$ cat src/rtl/sram_pkg.sv
// Shared types and constants for the SRAM write engine.
// State encoding, SRAM geometry, bus-phase helper.
package sram_pkg;

    localparam int SRAM_DEPTH = 32768;
    localparam int ADDR_W     = $clog2(SRAM_DEPTH);
    localparam int DATA_W     = 16;

    typedef enum logic [2:0] {
        S_IDLE,
        S_FETCH,
        S_LATCH,
        S_SETUP,
        S_PULSE,
        S_HOLD,
        S_DONE
    } state_t;

    function automatic logic bus_phase(input state_t s);
        return (s == S_SETUP) || (s == S_PULSE) || (s == S_HOLD);
    endfunction

endpackage

$ cat src/rtl/sram_wait_counter.sv
// Loadable 4-bit down-counter timing the write-strobe width.
// Ports: clk, reset_n, load, load_val[3:0], dec -> zero.
module sram_wait_counter (
    input  logic       clk,
    input  logic       reset_n,
    input  logic       load,
    input  logic [3:0] load_val,
    input  logic       dec,
    output logic       zero
);

    logic [3:0] count;

    always_ff @(posedge clk or negedge reset_n) begin
        if (!reset_n) begin
            count <= 4'd0;
        end else if (load) begin
            count <= load_val;
        end else if (dec && (count != 4'd0)) begin
            count <= count - 4'd1;
        end
    end

    assign zero = (count == 4'd0);

endmodule

$ cat src/rtl/sram_write_engine.sv
// Moves WR_DATA_NUM words from the data-in FIFO into async SRAM.
// Ports: start/addr/count in, RunEnd/Busy out, FIFO rd side,
// SRAM bus (ADDR, DQ_out, DQ_oe, CE/WE/OE/UB/LB_n).
// Macro SRAM_WR_STATUS_EN adds WR_WORD_TOTAL and WR_Stall.
module sram_write_engine
    import sram_pkg::*;
#(
    parameter int unsigned WAIT_CYCLES = 2
) (
    input  logic              clk,
    input  logic              reset_n,
    input  logic              WR_iRunStart,
    input  logic [ADDR_W-1:0] WR_START_ADDR,
    input  logic [ADDR_W-1:0] WR_DATA_NUM,
    output logic              WR_RunEnd,
    output logic              WR_Busy,
    output logic              SRAM_FIFO_rdreq,
    input  logic [DATA_W-1:0] SRAM_FIFO_q,
    input  logic              SRAM_FIFO_empty,
    output logic [ADDR_W-1:0] SRAM_ADDR,
    output logic [DATA_W-1:0] SRAM_DQ_out,
    output logic              SRAM_DQ_oe,
    output logic              SRAM_CE_n,
    output logic              SRAM_WE_n,
    output logic              SRAM_OE_n,
    output logic              SRAM_UB_n,
    output logic              SRAM_LB_n
`ifdef SRAM_WR_STATUS_EN
    ,
    output logic [31:0]       WR_WORD_TOTAL,
    output logic              WR_Stall
`endif
);

    state_t state, next;

    logic [ADDR_W-1:0] addr;
    logic [ADDR_W-1:0] remain;
    logic [DATA_W-1:0] data;
    logic              rdreq_q, rdreq_d;
    logic              runend, busy, ce_n, we_n, oe;
    logic              wc_load, wc_dec, wc_zero;

    sram_wait_counter u_wait (
        .clk      (clk),
        .reset_n  (reset_n),
        .load     (wc_load),
        .load_val (4'(WAIT_CYCLES - 1)),
        .dec      (wc_dec),
        .zero     (wc_zero)
    );

    // FETCH leaves once the registered rdreq has been out for a cycle;
    // rdreq itself is looked up one edge early from the next state.
    always_comb begin
        next    = state;
        wc_load = 1'b0;
        wc_dec  = 1'b0;
        case (state)
            S_IDLE: begin
                if (WR_iRunStart) begin
                    next = (WR_DATA_NUM == '0) ? S_DONE : S_FETCH;
                end
            end
            S_FETCH: begin
                if (rdreq_q) next = S_LATCH;
            end
            S_LATCH: next = S_SETUP;
            S_SETUP: begin
                next    = S_PULSE;
                wc_load = 1'b1;
            end
            S_PULSE: begin
                if (wc_zero) next = S_HOLD;
                else         wc_dec = 1'b1;
            end
            S_HOLD: begin
                next = (remain == ADDR_W'(1)) ? S_DONE : S_FETCH;
            end
            S_DONE:  next = S_IDLE;
            default: next = S_IDLE;
        endcase
        rdreq_d = (next == S_FETCH) && !SRAM_FIFO_empty;
    end

    always_ff @(posedge clk or negedge reset_n) begin
        if (!reset_n) begin
            state   <= S_IDLE;
            addr    <= '0;
            remain  <= '0;
            data    <= '0;
            rdreq_q <= 1'b0;
            runend  <= 1'b0;
            busy    <= 1'b0;
            ce_n    <= 1'b1;
            we_n    <= 1'b1;
            oe      <= 1'b0;
        end else begin
            state   <= next;
            rdreq_q <= rdreq_d;
            runend  <= (next == S_DONE);
            busy    <= (next != S_IDLE);
            ce_n    <= !bus_phase(next);
            we_n    <= (next != S_PULSE);
            oe      <= bus_phase(next);
            if ((state == S_IDLE) && WR_iRunStart) begin
                addr   <= WR_START_ADDR;
                remain <= WR_DATA_NUM;
            end
            if (state == S_LATCH) data <= SRAM_FIFO_q;
            if (state == S_HOLD) begin
                addr   <= addr + 1'b1;
                remain <= remain - 1'b1;
            end
        end
    end

    assign WR_RunEnd       = runend;
    assign WR_Busy         = busy;
    assign SRAM_FIFO_rdreq = rdreq_q;
    assign SRAM_ADDR       = addr;
    assign SRAM_DQ_out     = data;
    assign SRAM_DQ_oe      = oe;
    assign SRAM_CE_n       = ce_n;
    assign SRAM_WE_n       = we_n;
    assign SRAM_OE_n       = 1'b1;
    assign SRAM_UB_n       = ce_n;
    assign SRAM_LB_n       = ce_n;

`ifdef SRAM_WR_STATUS_EN
    logic [31:0] total;
    logic        stall;

    always_ff @(posedge clk or negedge reset_n) begin
        if (!reset_n) begin
            total <= '0;
            stall <= 1'b0;
        end else begin
            if (state == S_HOLD) total <= total + 32'd1;
            stall <= (next == S_FETCH) && SRAM_FIFO_empty;
        end
    end

    assign WR_WORD_TOTAL = total;
    assign WR_Stall      = stall;
`endif

endmodule

$ cat config.mk
export PLATFORM = sky130hd
export DESIGN_NAME = sram_write_engine
export DESIGN_NICKNAME = d
export VERILOG_FILES = /design/src/rtl/sram_pkg.sv /design/src/rtl/sram_wait_counter.sv /design/src/rtl/sram_write_engine.sv
export SDC_FILE = /design/constraint.sdc
export NUM_CORES = 1
export LEC_CHECK = 0
export BUFFER_PORTS_ARGS = -buffer_cell sky130_fd_sc_hd__buf_4
export CAP_MARGIN = 20
export CORE_AREA = 2 2 78 80
export DETAILED_ROUTE_END_ITERATION = 7
export DIE_AREA = 0 0 80 82
export PLACE_DENSITY = 0.83
export SETUP_SLACK_MARGIN = 0.5
export SYNTH_ARGS = -nofsm -noshare
export SYNTH_HDL_FRONTEND = slang
export SYNTH_SLANG_ARGS = --single-unit
$ cat constraint.sdc
create_clock -name clk -period 2.9 [get_ports clk]
set_input_delay 0.29 -clock clk [delete_from_list [all_inputs] [get_ports clk]]
set_output_delay 0.29 -clock clk [all_outputs]
set_load 0.02 [all_outputs]
==> flow_summary.yaml <==
run_status:
  status: "completed"
timing:
  skew_ns: 0.00941
  finalSetupViolations: 0
  fmaxAchievable_mhz: 449
  slew_viol_final: 0
  worstMarginPinSlew_ns: 0.760
  tns_ns: 0
  min_period_ns: 2.23
  fin_crit_sh_pct: 76.7
  hold_viol_final: 0
  rsz0062_at_grt: "no"
  holdWs_ns: 0.0130
  slew_headroom_pct: 48.9
synth:
  synth_edf_count: 0
  synth.distinct_cells: 57
  synthesis.area_um2: 3090
  synthTopCellsByArea: "dfrtp_1 46%, mux2_2 5.8%, nand2_1 4.1%"
  synth_top_flop_cell: "dfrtp_1"
  syn-instance-count: 306
  ys_warn_count: 0
  ys_seq_area_share_pct: 47.9
  syn-num-nets: 361
  syn_avg_cell_area_um2: 10.1
  ys_async_sr_fraction_pct: 100
  synthTopCellsByCount: "57 x dfrtp_1, 34 x nand2_1, 27 x nor2_1, 24 x a21oi_1, 16 x mux2_2"
  synth_top_area_cell: "dfrtp_1"
  ys_seq_elements: 59
  yosysTopAreaCellShare_pct: 46.2
  synth_most_common_cell: "dfrtp_1"
cts:
  ctsLongestPathBuffers: 2
  cts_tree: "done"
  clock_latency_ns: 0.33
  cts-htree-levels: 3
  cts_hold_buf: 0
  clock_sinks: 59
  clockRootBuffer: "clkbuf_8"
  cts_resized: 0
  cts.clk_slew.worst_paths_ns: 0.07
  cts_buffers: 9
  post_cts_buffers: 0
die:
  chipWidth_um: 80
  initial_core_util_pct: 53.8
  ioPinCount: 90
  die-area_um2: 6560
  rows: 28
  fp.coreArea_um2: 5750
  die_h_um: 82
placement:
  dp_hpwl_mm: 5.46
  gp_congestion: 0.888
  port_buffers: 88
grt:
  grt_pass1_wl_mm: 12.4
  grt_max_degree: 60
  grt_antenna_before_repair: 0
  grt_pass1_vias: 2743
  grt-ovfl-total: 0
  track_usage_pct: 24.5
power:
  seq_power_share_pct: 37.9
  p_sw_w: 0.00180
  swShare_pct: 41.5
  power_leakage_nw: 1.82
  peakVddDrop_mv: 0.572
  power.internal_w: 0.00254
  pwr-share-comb_pct: 45.5
  power.density_nw_per_um2: 1090
  p_clk_share_pct: 16.6
worst_setup_path:
  rrSetupSlack_ns: 0.67
  worstPathRequired_ns: 3.11
  critical_path_class: "flop to flop"
  start_kind: "flop"
  crit_fanout: 14
  critPathCaptureType: "flop"
  crit_arrival_ns: 2.44
job:
  max-cap-violations: 0
layout:
  antennaDiodeCount: 0
  fin_nets: 447
  finish.utilization_pct: 69.6
  final_layout_size_suffix_gt1_share_pct: 35.8
  multi_input_area_um2: 1500
  nFillCells: 459
  syn_to_final_growth_pct: 29.4
  register_area_um2: 1480
min_path:
  hp-class: "primary input to async pin"
detailed_routing:
  routedWlPerCell_um: 16.0
  vias_per_cell: 5.87
  vias: 2770
  detail_route.first_pass.iterations: 4
  wl_met2_mm: 3.58
  top_layer_used: "met4"
  drc: 0
  m1WireLength_mm: 3.21
  totalWireLength_mm: 7.57
  ant_nets: 0
  drt_iter0_drc: 166
  wl_met3_um: 687
[flip-flops by register name, summed over array words and instances, names as in the netlist]
register and flops:
SRAM_DQ_out 16, SRAM_ADDR 15, SRAM_CE_n 1, SRAM_WE_n 1, SRAM_FIFO_rdreq 1, remain 15, u_wait.count 4, SRAM_DQ_oe 1
WR_Busy 1, WR_RunEnd 1, state 3
[worst paths after layout]
kind                                 start         endpoint  cells after the start
setup / recovery                  state[2]        remain[2]                      5
hold / removal                     reset_n  u_wait.count[2]                      1
setup reg to reg                  state[2]        remain[2]                      5
hold reg to reg             SRAM_DQ_out[5]   SRAM_DQ_out[5]                      1
max in group asynchronous          reset_n       remain[11]                      1
min in group clk           SRAM_FIFO_empty  SRAM_FIFO_rdreq                      2
[critical path, stage by stage, from the launching register on]
cell and delay [ns]:
dfrtp_1 0.53, or4b_1 0.82, nand2_1 0.32, o21ai_0 0.14, a222oi_1 0.23, inv_1 0.07
[final cells by class]
class / count / area share [%]
Sequential cell: 59 / 37.0
Clock inverter: 5 / 1.31
Clock buffer: 11 / 3.54
Inverter: 9 / 0.845
Timing Repair Buffer: 93 / 17.5
Tap cell: 75 / 2.35
Multi-Input combinational cell: 220 / 37.5
[logic make-up after synthesis]
| logic type | synth area share (%) |
|---|---|
| DFF | 47.9 |
| other | 0.121 |
| adders and majority gates | 2.03 |
| muxes | 5.83 |
| and+or+nand+nor | 21.9 |
| buffers and inverters | 3.85 |
| AOI/OAI and AO/OA | 18.4 |
[placed cells by master, fill, tap and decap left out, types with 5 or more instances in the layout]
master and n:
nor2_1 27, nor4_1 8, a21oi_1 24, o211ai_1 7, mux2_2 16, o21ai_0 14, nand3_1 9, dfrtp_1 57
ha_1 5, nand2_1 34, inv_1 9, buf_4 93, o311ai_0 9, clkbuf_8 10
[power groups by stage]
stage / registers (W) / logic, W / clock network (W)
final: 0.00164 / 0.00198 / 0.000721
after CTS: 0.00164 / 0.00199 / 0.000735
after floorplan: 0.00181 / 0.00107 / 0
after detailed placement: 0.00164 / 0.00199 / 0
after global placement: 0.00161 / 0.00193 / 0
after global routing: 0.00170 / 0.00217 / 0.000780
[routing by layer]
layer / vias to the layer above / GRT usage (%)
li1: 1312 / -
met1: 1313 / 30.3
met2: 137 / 41.5
met3: 8 / 6.15
met4: 0 / 8.98
met5: - / 0
[through the flow]
step | total power [W] | instances | instance area, um^2 | setup slack [ns]
after floorplan | 0.00288 | 306 | 3090 | 1.12
after global placement | 0.00354 | 456 | 3800 | 0.779
after detailed placement | 0.00363 | 456 | 3800 | 0.711
after CTS | 0.00436 | 472 | 4000 | 0.698
after global routing | 0.00465 | 472 | 4000 | 0.507
final | 0.00434 | 472 | 4000 | 0.675
Note: power is estimated with default switching activity, not from simulation.
